## src/rtl/icap_iprog_ctrl.sv

```systemverilog
// icap_iprog_ctrl
// Turns a one-cycle start pulse into the 8-word ICAPE2 IPROG command sequence.
// The sequence programs WBSTAR with a latched warm-boot address and then issues IPROG.
// The ICAPE2 pins CSIB, RDWRB and I are driven straight from registers.
// Build option: define ICAP_BITSWAP_EN to bit-reverse every byte of icap_i.
// Leave it undefined when the primitive wrapper already does that swap.
// SETUP_CYCLES must be in 1..15 because the setup counter is 4 bits wide.

module icap_iprog_ctrl #(
    parameter int unsigned SETUP_CYCLES = 1
) (
    input  logic        clk,
    input  logic        rst_n,
    input  logic        start,
    input  logic [31:0] wbstar_addr,
    output logic        icap_csib,
    output logic        icap_rdwrb,
    output logic [31:0] icap_i,
    output logic        busy,
    output logic        done
);

    typedef enum logic [2:0] {
        IDLE,
        SETUP,
        WRITE,
        HOLD,
        FINISH
    } state_t;

    // Counter is loaded with N-1 so SETUP lasts exactly N cycles.
    localparam logic [3:0] SETUP_LOAD = 4'(SETUP_CYCLES - 1);

    state_t      state_q;
    logic [3:0]  cnt_q;
    logic [2:0]  idx_q;
    logic [31:0] addr_q;
    logic        csib_q;
    logic        rdwrb_q;
    logic [31:0] data_q;
    logic        busy_q;
    logic        done_q;

    logic [2:0]  sel_d;
    logic [31:0] raw_d;
    logic [31:0] word_d;

    // Pick the word that goes on the bus in the next cycle.
    // Word 0 is queued when SETUP ends; after that it is the word after the current one.
    always_comb begin
        sel_d = (state_q == SETUP) ? 3'd0 : idx_q + 3'd1;
        raw_d = 32'h0000_0000;
        case (sel_d)
            3'd0: raw_d = 32'hFFFF_FFFF;   // dummy
            3'd1: raw_d = 32'hAA99_5566;   // sync
            3'd2: raw_d = 32'h2000_0000;   // NOOP
            3'd3: raw_d = 32'h3002_0001;   // write WBSTAR
            3'd4: raw_d = addr_q;          // warm-boot address
            3'd5: raw_d = 32'h3000_8001;   // write CMD
            3'd6: raw_d = 32'h0000_000F;   // IPROG
            3'd7: raw_d = 32'h2000_0000;   // NOOP
            default: raw_d = 32'h0000_0000;
        endcase
    end

`ifdef ICAP_BITSWAP_EN
    // ICAPE2 expects bit 0 and bit 7 swapped within every byte.
    genvar gi;
    for (gi = 0; gi < 32; gi++) begin : g_swap
        assign word_d[gi] = raw_d[(gi / 8) * 8 + 7 - (gi % 8)];
    end
`else
    // The primitive wrapper does the byte swap, so words go out unchanged.
    assign word_d = raw_d;
`endif

    // Sequencing FSM with all ICAPE2 pins and status outputs registered.
    always_ff @(posedge clk or negedge rst_n) begin
        if (!rst_n) begin
            state_q <= IDLE;
            cnt_q   <= 4'd0;
            idx_q   <= 3'd0;
            addr_q  <= 32'h0000_0000;
            csib_q  <= 1'b1;
            rdwrb_q <= 1'b1;
            data_q  <= 32'h0000_0000;
            busy_q  <= 1'b0;
            done_q  <= 1'b0;
        end else begin
            case (state_q)
                IDLE: begin
                    // A start in any other state falls through unseen, so it is never queued.
                    if (start) begin
                        state_q <= SETUP;
                        addr_q  <= wbstar_addr;
                        cnt_q   <= SETUP_LOAD;
                        rdwrb_q <= 1'b0;
                        busy_q  <= 1'b1;
                    end
                end
                SETUP: begin
                    // RDWRB is already low while CSIB is still high.
                    if (cnt_q == 4'd0) begin
                        state_q <= WRITE;
                        idx_q   <= 3'd0;
                        csib_q  <= 1'b0;
                        data_q  <= word_d;
                    end else begin
                        cnt_q <= cnt_q - 4'd1;
                    end
                end
                WRITE: begin
                    if (idx_q == 3'd7) begin
                        state_q <= HOLD;
                        csib_q  <= 1'b1;
                        data_q  <= 32'h0000_0000;
                    end else begin
                        idx_q  <= idx_q + 3'd1;
                        data_q <= word_d;
                    end
                end
                HOLD: begin
                    // CSIB went high in the previous cycle, so RDWRB may rise now.
                    state_q <= FINISH;
                    rdwrb_q <= 1'b1;
                    done_q  <= 1'b1;
                end
                FINISH: begin
                    state_q <= IDLE;
                    done_q  <= 1'b0;
                    busy_q  <= 1'b0;
                end
                default: begin
                    state_q <= IDLE;
                    csib_q  <= 1'b1;
                    rdwrb_q <= 1'b1;
                    data_q  <= 32'h0000_0000;
                    busy_q  <= 1'b0;
                    done_q  <= 1'b0;
                end
            endcase
        end
    end

    assign icap_csib  = csib_q;
    assign icap_rdwrb = rdwrb_q;
    assign icap_i     = data_q;
    assign busy       = busy_q;
    assign done       = done_q;

endmodule

```

## config.mk

```make
export PLATFORM = sky130hd
export DESIGN_NAME = icap_iprog_ctrl
export DESIGN_NICKNAME = d
export VERILOG_FILES = /design/src/rtl/icap_iprog_ctrl.sv
export SDC_FILE = /design/constraint.sdc
export NUM_CORES = 1
export LEC_CHECK = 0
export CORE_MARGIN = 2
export CORE_UTILIZATION = 40
export DETAILED_ROUTE_END_ITERATION = 7
export GPL_ROUTABILITY_DRIVEN = 0
export HOLD_SLACK_MARGIN = 0.1
export PLACE_DENSITY = 0.74
export SLEW_MARGIN = 20
export SYNTH_ARGS = -nofsm -noshare
export SYNTH_HDL_FRONTEND = slang
export SYNTH_SLANG_ARGS = --single-unit
```

## constraint.sdc

```tcl
create_clock -name clk -period 2.2 [get_ports clk]
set_input_delay 0.44 -clock clk [delete_from_list [all_inputs] [get_ports clk]]
set_output_delay 0.44 -clock clk [all_outputs]
set_load 0.05 [all_outputs]
```

==> reports/results.tsv <==
metric	value	unit
fp.dieW	97.9	um
drt-initial-drc-count	132	
clk_root_buffer_cell	clkbuf_8	
drt-total-wl	7.49	mm
rrSetupSlack	240	ps
final_util	53.0	%
synth_warnings	0	
ys_ff_latch	78	
power	7.68	mW
dr.pass1.iters	4	
io_pins	71	
fin_crit_sh	97.4	%
hold_viol_final	0	
vias_per_cell	5.04	
path_max_fanout	4	
cts.sinks	78	
asyncSetResetFlopFracSynth	100	%
leakage	2.02	nW
gr-total-overflow	0	
final_cell_area	0.00457	mm2
drc	0	
clkTransAtPathRegs	80	ps
port_buffers	70	
grt_start_max_net_pins	50	
insertion_delay	350	ps
avgRoutedWirePerCell	14.5	um
final_common_cell	dfrtp_1	
synth_ff_type	dfrtp_1	
rsz0062_at_grt	false	
finClkSkew	11.8	ps
synth_area_leader_cell	dfrtp_1	
maxCapViolCount	0	
h-tree-depth	3	
num_antenna_cells	0	
slowest_delay	800	ps
postCtsSetupBuffers	0	
cts_made_buffers	9	
grt_pass1_vias	2523	
syn_nets	370	
status	complete, no violations	
die_h	97.9	um
relSlewSlack	65.1	%
layout-drive-gt1-share	20.5	%
track_usage	16.4	%
dieArea	0.00958	mm2
dpl.hpwl	5.21	mm
max_freq	467	MHz
final_cell_mix	76 x dfrtp_1, 69 x clkdlybuf4s50_1, 66 x nand2_1	
avgSynthCellArea	10.6	um2
nets	443	
timing.setup.critical_path_class	reg -> out	
p_per_area	1680	mW/mm2
area_delta_synth_final	29.8	%
r2r_end	icap_i[24]$_DFFE_PN0P_	
netlist_top_cells_area	dfrtp_1 54%, mux2_2 9.6%, nand2_1 7.0%	
setup_viol	0	
yosys.area.top_type_share	54.0	%
netlist_area	0.00352	mm2
synth_cell_types	39	
min_period	2140	ps
cp-end-kind	output pin	
min_to	icap_i[8]$_DFFE_PN0P_	
start_kind	flop	
grt_pass1_wl	12.4	mm
hold_path_class	reg -> reg	
hold_start	icap_i[8]$_DFFE_PN0P_	
reg2regPathDepth	6	
critPathBufInv	1	
slowest_stage	clkdlybuf4s50_1	
setup-tns-final	0	ps
antenna_left	0	
crit_family	buffers and inverters	
synthCells	331	
crit_arrival	1700	ps
clock_path_buffers	2	
place_area	0.00438	mm2
min_path_cells	2	
vias	2606	
start_util	40.8	%
ir_drop	0.863	mV
ys_seq_area_share	55.5	%
antenna_found_initial	0	
synth_edf_count	0	
setup_ws	57.0	ps
worstMarginPinSlew	523	ps
rows	34	
core-area	0.00864	mm2
dp_slack	231	ps
r2r-start	idx_q[0]$_DFFE_PN0P_	
cts_tree	done	
required	1760	ps
cp_cell_sequence	clkdlybuf4s50_1	
drv_slew	0	
-- final cells by class --
class / count / area, um2
sequential: 78 / 1950
clock buffer: 10 / 138
clock inverter: 6 / 45.0
inverter: 4 / 15.0
tap: 108 / 135
multi-input combinational: 227 / 1460
fill: 767 / 4060
timing repair buffer: 84 / 831
-- metal layers --
layer,global-route usage [%],share of wire (%)
met1,22.0,45
met2,26.1,49
met3,3.36,4.7
met4,6.84,1.1
met5,0,0
-- per-stage QoR --
step | hold slack, ps | instances
detailed placement | 400 | 500
floorplan | 144 | 331
global route | 513 | 517
global placement | 393 | 500
finish | 479 | 517
CTS | 484 | 517
-- worst max path at each step --
stage / cells past startpoint / endpoint / slack [ps] / startpoint
3_3_place_gp: 5 / addr_q[27]$_DFFE_PN0P_ / 250 / start
3_5_place_dp: 5 / addr_q[3]$_DFFE_PN0P_ / 230 / start
4_1_cts: 1 / icap_rdwrb / 40 / icap_rdwrb$_DFFE_PN1P_
6_report: 1 / icap_rdwrb / 60 / icap_rdwrb$_DFFE_PN1P_
5_1_grt: 1 / icap_rdwrb / 20 / icap_rdwrb$_DFFE_PN1P_
2_1_floorplan: 8 / icap_i[13]$_DFFE_PN0P_ / 250 / idx_q[0]$_DFFE_PN0P_
-- timing repair --
| item | CTS | global route |
|---|---|---|
| hold buffers | 1 | 0 |
| resized for setup | 0 | 0 |
| endpoints found under the hold margin | 27 | 0 |
-- worst reg2reg max path, cell delays in order, from the launching register on --
cell and delay [ps]:
dfrtp_1 380, ha_1 200, ha_1 200, or4b_4 560, o21ai_4 200, nand2b_4 170, o21ai_2 180
-- registers in the layout (all words and copies together), names as in the netlist --
register / count
addr_q: 32
busy: 1
cnt_q: 4
done: 1
icap_csib: 1
icap_i: 32
icap_rdwrb: 1
idx_q: 3
state_q: 3
-- synthesized netlist by cell type (2+ instances only) --
master	number
ha_1	4
nor2b_1	3
mux2_2	30
nand3_1	2
xor2_1	2
buf_2	8
inv_1	4
a21oi_1	23
o21ai_2	11
o21ai_1	4
a211o_1	2
o21ai_0	25
dfstp_2	2
nor3_1	3
nand2_1	66
nand2b_1	5
clkbuf_1	11
buf_6	3
nand3b_1	3
nor2_1	24
dfrtp_1	76
a21o_1	3
-- cells by family after synthesis --
family,share of synthesized area (%)
DFF,55.5
adders and majority gates,1.42
xor gates and xnor gates,0.497
muxes,9.91
AOI/OAI and AO/OA,14.3
buffers and inverters,3.69
and+or+nand+nor,14.7
-- where the power goes --
part / leakage [nW] / switching [mW] / internal [mW] / total, mW
clock network: 0.0970 / 0.545 / 0.448 / 0.994
registers: 0.943 / 0.398 / 2.15 / 2.55
logic: 0.980 / 2.52 / 1.62 / 4.13
total: 2.02 / 3.46 / 4.22 / 7.68
No activity file was read; power rests on OpenSTA's default activity.
